===== config.mk =====
export PLATFORM = sky130hd
export DESIGN_NAME = processor_ctrl
export DESIGN_NICKNAME = d
export VERILOG_FILES = /design/src/rtl/processor_ctrl.sv
export SDC_FILE = /design/constraint.sdc
export NUM_CORES = 1
export LEC_CHECK = 0
export ABC_CLOCK_PERIOD_IN_PS = 2200
export CAP_MARGIN = 20
export CORE_ASPECT_RATIO = 0.9
export CORE_MARGIN = 4
export CORE_UTILIZATION = 50
export CTS_CLUSTER_DIAMETER = 120
export DETAILED_ROUTE_END_ITERATION = 12
export HOLD_SLACK_MARGIN = 0.02
export PLACE_DENSITY = 0.9
export SYNTH_ARGS = -nofsm -noshare
export SYNTH_HDL_FRONTEND = slang
export SYNTH_SLANG_ARGS = --single-unit

===== constraint.sdc =====
create_clock -name clk -period 2.2 [get_ports clk]
set_input_delay 0.44 -clock clk [delete_from_list [all_inputs] [get_ports clk]]
set_output_delay 0.44 -clock clk [all_outputs]
set_load 0.02 [all_outputs]

===== src/rtl/processor_ctrl.sv =====
// Multi-cycle control FSM for the processor datapath (fetch/decode/execute/memory/writeback).
// Define PROC_CTRL_PERF_EN to add the cycle_cnt / instr_cnt performance counters.
module processor_ctrl #(
  parameter int A           = 32,
  parameter int B           = 6,
  parameter int MEM_TIMEOUT = 15
) (
  input  logic         clk,
  input  logic         reset,
  input  logic         start,
  input  logic [B-1:0] opcode,
  input  logic         zero,
  input  logic         mem_ready,
  output logic [2:0]   state,
  output logic         pc_en,
  output logic         pc_load,
  output logic         ir_load,
  output logic         mem_rd,
  output logic         mem_wr,
  output logic [3:0]   alu_op,
  output logic         reg_we,
  output logic         mem_to_reg,
  output logic         busy,
  output logic         illegal_op
`ifdef PROC_CTRL_PERF_EN
  ,
  output logic [A-1:0] cycle_cnt,
  output logic [A-1:0] instr_cnt
`endif
);

  typedef enum logic [2:0] {
    IDLE   = 3'd0,
    FETCH  = 3'd1,
    DECODE = 3'd2,
    EXEC   = 3'd3,
    MEM    = 3'd4,
    WB     = 3'd5,
    HALT   = 3'd6,
    ERROR  = 3'd7
  } state_t;

  localparam logic [B-1:0] OP_NOP    = B'('h00);
  localparam logic [B-1:0] OP_LOAD   = B'('h10);
  localparam logic [B-1:0] OP_STORE  = B'('h11);
  localparam logic [B-1:0] OP_BRANCH = B'('h20);
  localparam logic [B-1:0] OP_HALT   = B'('h3F);
  localparam logic [7:0]   WAIT_LAST = 8'(MEM_TIMEOUT - 1);

  state_t       state_q, state_d;
  logic [B-1:0] op_q;
  logic [7:0]   wait_cnt;
  logic         timeout;

  function automatic logic is_alu(input logic [B-1:0] op);
    return (op >= B'('h01)) && (op <= B'('h0F));
  endfunction

  function automatic logic is_legal(input logic [B-1:0] op);
    return (op == OP_NOP) || is_alu(op) || (op == OP_LOAD) || (op == OP_STORE) ||
           (op == OP_BRANCH) || (op == OP_HALT);
  endfunction

  // A wait expires on its MEM_TIMEOUT-th cycle without mem_ready; mem_ready in that cycle still wins.
  assign timeout = (wait_cnt == WAIT_LAST) && !mem_ready;
  assign state   = state_q;

  always_ff @(posedge clk or posedge reset) begin
    if (reset) begin
      state_q <= IDLE;
    end else begin
      state_q <= state_d;
    end
  end

  always_ff @(posedge clk or posedge reset) begin
    if (reset) begin
      wait_cnt <= 8'd0;
    end else if (state_d != state_q) begin
      wait_cnt <= 8'd0;
    end else if (((state_q == FETCH) || (state_q == MEM)) && !mem_ready) begin
      wait_cnt <= wait_cnt + 8'd1;
    end
  end

  always_ff @(posedge clk or posedge reset) begin
    if (reset) begin
      op_q       <= '0;
      illegal_op <= 1'b0;
    end else if (state_q == DECODE) begin
      op_q <= opcode;
      if (!is_legal(opcode)) begin
        illegal_op <= 1'b1;
      end
    end
  end

  always_comb begin
    state_d    = state_q;
    pc_en      = 1'b0;
    pc_load    = 1'b0;
    ir_load    = 1'b0;
    mem_rd     = 1'b0;
    mem_wr     = 1'b0;
    alu_op     = 4'h0;
    reg_we     = 1'b0;
    mem_to_reg = 1'b0;
    busy       = 1'b0;
    case (state_q)
      IDLE: begin
        if (start) state_d = FETCH;
      end
      FETCH: begin
        busy   = 1'b1;
        mem_rd = 1'b1;
        if (mem_ready) begin
          ir_load = 1'b1;
          pc_en   = 1'b1;
          state_d = DECODE;
        end else if (timeout) begin
          state_d = ERROR;
        end
      end
      DECODE: begin
        busy = 1'b1;
        if (is_alu(opcode) || (opcode == OP_LOAD) || (opcode == OP_STORE) ||
            (opcode == OP_BRANCH)) begin
          state_d = EXEC;
        end else if (opcode == OP_HALT) begin
          state_d = HALT;
        end else begin
          state_d = FETCH;
        end
      end
      EXEC: begin
        busy = 1'b1;
        if (is_alu(op_q)) begin
          alu_op  = op_q[3:0];
          state_d = WB;
        end else if ((op_q == OP_LOAD) || (op_q == OP_STORE)) begin
          state_d = MEM;
        end else begin
          pc_load = zero;
          state_d = FETCH;
        end
      end
      MEM: begin
        busy   = 1'b1;
        mem_rd = (op_q == OP_LOAD);
        mem_wr = (op_q != OP_LOAD);
        if (mem_ready) begin
          state_d = (op_q == OP_LOAD) ? WB : FETCH;
        end else if (timeout) begin
          state_d = ERROR;
        end
      end
      WB: begin
        busy       = 1'b1;
        reg_we     = 1'b1;
        mem_to_reg = (op_q == OP_LOAD);
        state_d    = FETCH;
      end
      HALT: begin
        if (start) state_d = FETCH;
      end
      default: begin
        state_d = ERROR;
      end
    endcase
  end

`ifdef PROC_CTRL_PERF_EN
  always_ff @(posedge clk or posedge reset) begin
    if (reset) begin
      cycle_cnt <= '0;
      instr_cnt <= '0;
    end else begin
      if (busy) cycle_cnt <= cycle_cnt + 1'b1;
      if (state_q == DECODE) instr_cnt <= instr_cnt + 1'b1;
    end
  end
`endif

endmodule


==> results of run 1 <==
## worst reg2reg max path, delay by kind of cell (launching register included)
kind	cells	cell delay, ps
adder cells (fa/ha/maj)	1	170
flip-flops	1	430
AO/OA/AOI/OAI	2	300
buffers and inverters	1	100
AND/OR/NAND/NOR	3	900
## state kept, by name (all words and copies together) (netlist names)
register,count
wait_cnt,8
state,3
illegal_op,1
op_q,6
## metrics by stage
step	utilization, %	instances	instance area, um2	setup slack, ps	power, mW
finish	71.0	219	1770	-7.27	2.11
CTS	69.9	218	1740	0.343	1.97
global route	71.0	219	1770	-63.8	2.21
global placement	68.5	214	1710	-92.2	1.73
detailed placement	68.5	214	1710	-172	1.77
floorplan	-	148	1320	208	1.25
## cell families after synthesis
family          synth area share, %
buf+inv                        6.18
compound gates                 16.3
fa+ha+maj                      1.90
xor+xnor                       4.66
simple gates                   30.8
flops                          34.3
mux                            5.90
## cell type report
type / instances / area, um2
Inverter: 7 / 26.3
Multi-Input combinational cell: 115 / 825
Timing Repair Buffer: 47 / 394
Tap cell: 28 / 35.0
Sequential cell: 18 / 450
Fill cell: 167 / 722
Clock buffer: 4 / 36.3
## timing repair
item                                    CTS  global route
setup buffers                             0             1
pin swaps                                 1             2
endpoints found under the setup margin   12             4
gates cloned                              0             0
hold endpoints to repair                  0             0
resized for setup                        25            12
hold buffers                              0             0
## power by group
group	internal (mW)	switching (mW)	total, mW
Combinational	0.599	0.808	1.41
Sequential	0.421	0.0647	0.485
Clock	0.101	0.115	0.216
Total	1.12	0.987	2.11
## cells in the final DEF (no fill, tap or decap), drive strengths merged, types with 2 or more instances in the layout
cell	n
a211o	3
a211oi	3
a21oi	8
and2	5
and3	5
buf	24
clkbuf	5
clkdlybuf4s50	14
dfrtp	18
dlygate4sd2	7
ha	2
inv	7
mux2	6
nand2	5
nand2b	2
nand3	4
nand4	5
nor2	11
nor2b	5
nor3	17
nor3b	2
o21ai	4
o31ai	2
or3	2
xor2	6
## how the worst max path moves through the flow
| stage | startpoint | endpoint | slack, ps | depth (start not counted) |
|---|---|---|---|---|
| 6_report | op_q[1] | pc_load | -7 | 5 |
| 4_1_cts | op_q[2] | mem_wr | 0.3 | 5 |
| 3_3_place_gp | op_q[2] | pc_load | -90 | 5 |
| 3_5_place_dp | op_q[2] | pc_load | -170 | 5 |
| 5_1_grt | op_q[1] | pc_load | -60 | 5 |
| 2_1_floorplan | op_q[2] | pc_load | 210 | 4 |
## layer usage
metal / track usage, % / vias to the layer above / routed length, um
li1: - / 631 / -
met1: 34.7 / 661 / 1730
met2: 38.8 / 91 / 1940
met3: 3.68 / 13 / 412
met4: 8.79 / 0 / 107
met5: 0 / - / 0
==> results.txt, run 1 <==
The die covers 3520 um2. The run gives 1,342 as the number of global-route vias before repair. In this design, the largest share of critical-path delay is due to simple AND/OR/NAND/NOR gates.

In this run the critical register-to-register path is captured at wait_cnt[2]. Walking the worst path, the cells encountered are or3_4, nor3_4, a211oi_2, nor3b_2, buf_4. Relative to the synthesized area, the layout overhead comes to 34.3%.

For the maximum VDD drop, the log shows 0.904 mV. The first global-routing pass estimated 6510 um of wire. In the routed design, unresolved DRC markers number 0.

In this run the worst path has a maximum fanout of 4. Ranked by total cell area, the synthesized netlist is headed by sky130_fd_sc_hd__dfrtp_1 (34%), sky130_fd_sc_hd__nor3_1 (6.1%), sky130_fd_sc_hd__mux2_2 (5.1%), sky130_fd_sc_hd__xor2_1 (4.0%), sky130_fd_sc_hd__nor2_1 (3.1%). The mapped netlist covers 1320 um2.

The logic depth of the worst register-to-register path is 7, and the number of buffers created by CTS is 3. The relative max-transition margin is 52.5%, and the floorplan row count is 17. The die is 56.7 um tall. The final reports fail on negative setup slack. The clock transition time at the flip-flop clock pins of the worst setup and hold paths is 110 ps, and the fraction of synthesis flops using an asynchronous set or reset pin is 100%. The post-synthesis average cell area is 8.89 um2. The number of levels in the clock H-tree is 1, and the leakage power total is 0.796 nW. The final count of hold timing violations came out at 0. Along the worst hold path, the cell count comes to 2. Derived from the worst setup path, the maximum achievable clock frequency is 453 MHz.

Between clock sinks in the finished design, the worst skew comes to 4.94 ps. STA classifies the critical path startpoint as a register. In the synthesized netlist, the number of instances is 148. The actual slew at the worst max-slew pin works out to 711 ps.

The worst reg2reg path startpoint was wait_cnt[0]. For this block, the initial DRC count from the detailed router was 116. TritonCTS built the clock tree. The mean number of vias per cell was 6.37. Detailed placement ended at an HPWL of 2790 um.

In this run the power density over the cells is 1190 nW/um2. The initial utilization of the core area, before any placement, comes to 52.8%. The pre-antenna-repair detailed-routing pass consisted of 4 iterations. The run gives 19 as the largest net degree at the start of global routing. For this design, the slowest cell found on the critical path is sky130_fd_sc_hd__or3_4. Setup repair after global routing could not meet its margin everywhere. For the post-detailed-route count of antenna-violating nets, the log shows 0. The post-route netlist has 25.1% of its cells at a drive strength greater than 1. The insertion delay of the later-clocked pin in the worst-skew pair was 310 ps; the final routed wirelength across all metal layers was 4190 um. Counting along the longest clock path gives a buffer depth of 2.

Sum of buffers and inverters on the critical path: 1. Type of the tightest min-delay check: register to register. Cell accounting for the most synthesized area: sky130_fd_sc_hd__dfrtp_1. The max-slew violation count came out at 0. The total number of nets in the final design is 205, and the worst slack on hold paths is 485 ps.

The launch instance of the worst min-delay path is illegal_op. Across all register-to-register paths, the minimum setup slack is 180 ps. Largest stage delay on the critical path: 440 ps.

The number of nets in the synthesized netlist is 161. For the final total negative setup slack, the log shows -7.27 ps. Max-cap violations in this run came to 0. Count of buffers from port buffering: 26.

The commonest cells after synthesis are sky130_fd_sc_hd__dfrtp_1 (18), sky130_fd_sc_hd__nor3_1 (16), sky130_fd_sc_hd__nor2_1 (11). The routed length per placed instance is 19.1 um. The routed via count was 1,396; the data required time at the worst endpoint was 1760 ps.

For the number of warnings printed during yosys synthesis, the log shows 0. The worst setup path is of the register to primary output kind. The global-route usage over all layers is 25.0%, and the sequential area share after synthesis is 34.3%. The floorplan step set the die width to 62.1 um.

The worst hold path terminates at illegal_op. The number of antenna violations at the first check in global routing was 0; the part of the cycle the worst path needs was 100%. Routability-driven placement finished with a final weighted congestion of 0.878. The share of the synthesized area in the top cell type works out to 34.3%. The register bit total from synthesis came out at 18.

The worst setup path is captured at a primary output. The netlist uses 45 different library cells. The total overflow left after global routing is 0. The tree is rooted in a sky130_fd_sc_hd__clkbuf_4. The logs give -7.27 ps for the final worst setup slack and 1 for the final setup violation count. The arrival time at the worst endpoint is 1770 ps, and the total inserted antenna cells is 0. The number of flops mapped to enable cells by yosys works out to 0. The tools report the clock sink total as 18.

In this run the standard cell core region covers 2490 um2. In the synthesized netlist the dominant register cell turns out to be sky130_fd_sc_hd__dfrtp_1. 27 I/O pins were placed.

The flow ran to the end, but the final reports show violations. Most instantiated library cell after synthesis: sky130_fd_sc_hd__dfrtp_1. The final critical-path required period works out to 2210 ps.
(Power assumes the default switching activity.)
==> run 2: changes to the inputs <==
--- a/config.mk
+++ b/config.mk
@@ -13,6 +13,7 @@
 export CTS_CLUSTER_DIAMETER = 120
 export DETAILED_ROUTE_END_ITERATION = 12
 export HOLD_SLACK_MARGIN = 0.02
+export MAX_ROUTING_LAYER = met4
 export PLACE_DENSITY = 0.9
 export SYNTH_ARGS = -nofsm -noshare
 export SYNTH_HDL_FRONTEND = slang
==> results.txt, run 2 (synthesized netlist as in run 1, its figures left out) <==
The final critical-path required period was 2210 ps (-2.08 ps). For the final-layout fill cell count, the log shows 167 (unchanged). The number of detailed-routing iterations run before antenna repair is 4 (unchanged), and the x dimension of the die is 62.1 um (unchanged).

For the floorplan die area, the log shows 3520 um2 (unchanged). The most common cell after layout, fill and taps aside is sky130_fd_sc_hd__buf_4. The tools report the placed instance count as 214 (unchanged). For the initial standard-cell utilization of the core, the log shows 52.8% (unchanged). The logs give 2 (unchanged) for the maximum buffer depth of the clock tree and 52.4% (-0.16 points) for the relative max-transition margin. Setup repair after global routing could not meet its margin everywhere.

Routed length per placed instance: 19.0 um (-0.33%). The tools report the leftover overflow at the end of global routing as 0 (unchanged). Leaving out fill and tap cells, the most frequent cells in the layout are sky130_fd_sc_hd__buf_4 (23), sky130_fd_sc_hd__dfrtp_1 (18), sky130_fd_sc_hd__nor3_1 (14), sky130_fd_sc_hd__clkdlybuf4s50_1 (14), sky130_fd_sc_hd__nor2_1 (10).

The critical path in this run is classified as register to primary output. For the final worst setup slack, the log shows -5.19 ps (+2.08 ps). The run gives 4170 um (-0.33%) as the final routed wirelength across all metal layers. The tools report the clock sink total as 18 (unchanged). The largest delay contributor family on the critical path was simple AND/OR/NAND/NOR gates. Part of the cycle the worst path needs: 100% (about the same).

Post-DP HPWL: 2790 um (unchanged). The number of violations of the max-capacitance limit was 0 (unchanged); the boundary pin count was 27 (unchanged). The floorplan row count is 17 (unchanged), and the largest net degree at the start of global routing is 19 (unchanged). The final reports fail on negative setup slack. The tools report the total number of nets in the final design as 205 (unchanged).

The tools report the worst reg2reg path startpoint as wait_cnt[0]. The run gives 2490 um2 (unchanged) as the area inside the core boundary. The endpoint class of the critical path was a primary output.

The largest stage delay on the critical path is 440 ps (about the same), and the leakage power total is 0.796 nW (unchanged). The register with the most flip-flops in the final layout is wait_cnt. Final count of hold timing violations: 0 (unchanged). For the post-detailed-route count of antenna-violating nets, the log shows 0 (unchanged). The die span in y is 56.7 um (unchanged), and the actual slew at the worst max-slew pin is 714 ps (+2.43 ps).

The data required time at the worst endpoint is 1760 ps (about the same). In this run the clock root is driven by a sky130_fd_sc_hd__clkbuf_4. The max-slew violation count was 0 (unchanged); the final weighted congestion of routability-driven global placement was 0.893 (+1.7%).

The number of antenna violations at the first check in global routing is 0 (unchanged), and the final setup violation count is 1 (unchanged). The tools report the setup clock skew after layout as 6.66 ps (+1.72 ps). The run gives 453 MHz (about the same) as the maximum operating frequency.

For the placement-stage cell area, the log shows 1710 um2 (unchanged). The sum of buffers and inverters on the critical path was 1 (unchanged). The insertion delay of the later-clocked pin in the worst-skew pair was 310 ps (about the same).

The global-route usage over all layers is 25.7% (+0.75 points). Start point of the critical path: op_q[1]. The run gives 3 (unchanged) as the number of buffers created by CTS.

The critical-path maximum fanout works out to 4 (unchanged). The logs give 99 (-15%) for the iteration-0 DRC count of the detailed router and 0 (unchanged) for the total inserted antenna cells. The mean number of vias per cell was 6.40 (+0.36%); the maximum VDD drop was 0.902 mV (-0.20%). The flip-flop count of the largest register after layout was 8 (unchanged).

The count of buffers from port buffering is 26 (unchanged). The proportion of layout cells with a drive suffix above 1 works out to 25.1% (unchanged). The critical path goes through or3_4, nor3_4, a211oi_2, nor3b_2, buf_4. Arrival time at the worst endpoint: 1770 ps (about the same). STA classifies the critical path startpoint as a register. The number of global-route vias before repair was 1,342 (unchanged). In this run the most critical hold path is launched from illegal_op.

The area growth from synthesis to layout is 34.3% (unchanged), and the remaining design rule violation count is 0 (unchanged). TritonCTS built the clock tree. The tools report the total power as 2.10 mW (-0.24%). The power density over cell area works out to 1190 nW/um2 (-0.24%). The number of levels in the clock H-tree is 1 (unchanged).

The slowest stage cell on the critical path was sky130_fd_sc_hd__or3_4. The tools report the post-route cell area as 1770 um2 (unchanged). The flow ran to the end, but the final reports show violations. Final standard cell count with taps included and fillers excluded: 219 (unchanged).

The clock transition time at the flip-flop clock pins of the worst setup and hold paths came out at 110 ps (about the same). The tools report the routed via count as 1,401 (+0.36%). The type of the tightest min-delay check is register to register. For the first-pass GRT wire length, the log shows 6530 um (+0.43%).
run 2: cell counts in the layout (fill, tap and decap cells not counted):
Identical to the previous run, type by type.
run 2: where the power goes:
part	total (mW)	internal [mW]	leakage (nW)	switching, mW
combinational	1.40	0.599	0.545	0.803
clock	0.214	0.101	0.0210	0.113
sequential	0.486	0.421	0.230	0.0653
total	2.10	1.12	0.796	0.982
run 2: layer usage:
layer | GRT usage (%) | vias to the layer above | routed length (um)
met5 | - | - | 0
met2 | 38.6 | 100 | 1940
met4 | 8.79 | 0 | 133
met1 | 35.1 | 653 | 1680
met3 | 3.68 | 18 | 411
li1 | - | 630 | -
run 2: worst register-to-register path, cell delays in order, from the launching register on:
cell and delay, ps:
sky130_fd_sc_hd__dfrtp_1 430, sky130_fd_sc_hd__inv_1 100, sky130_fd_sc_hd__ha_1 170, sky130_fd_sc_hd__nor4b_4 240
sky130_fd_sc_hd__a211oi_1 120, sky130_fd_sc_hd__or4b_1 540, sky130_fd_sc_hd__o211ai_2 180, sky130_fd_sc_hd__nor3_1 110
run 2: area by class of cell:
type                            instances  area, um2  share of cell area (%)
Tap cell                               28       35.0                    1.98
Multi-Input combinational cell        115        825                    46.7
Sequential cell                        18        450                    25.5
Clock buffer                            4       36.3                    2.05
Inverter                                7       26.3                    1.49
Timing Repair Buffer                   47        394                    22.3
run 2: what timing repair did:
item | in CTS | in global routing
gates resized for setup | 25 | 12
hold buffers | 0 | 0
endpoints found under the setup margin | 12 | 4
pin swaps | 1 | 2
cloned | 0 | 0
setup buffers | 0 | 1
run 2: final timing paths:
path,to,slack (ps),cells past startpoint
setup / recovery,pc_load,-5,5
hold / removal,illegal_op,480,2
setup reg to reg,wait_cnt[2],190,7
hold reg to reg,illegal_op,480,2
max in group asynchronous,wait_cnt[6],1220,2
min in group asynchronous,wait_cnt[3],530,2
run 2: through the flow:
| step | setup slack, ps | util, % | setup TNS [ps] | hold WS, ps |
|---|---|---|---|---|
| after global placement | -92.2 | 68.5 | -722 | 457 |
| after CTS | 0.343 | 69.9 | 0 | 492 |
| final | -5.19 | 71.0 | -5.19 | 485 |
| after global routing | -63.8 | 71.0 | -251 | 529 |
| after detailed placement | -172 | 68.5 | -1220 | 466 |
| after floorplan | 208 | - | 0 | 379 |
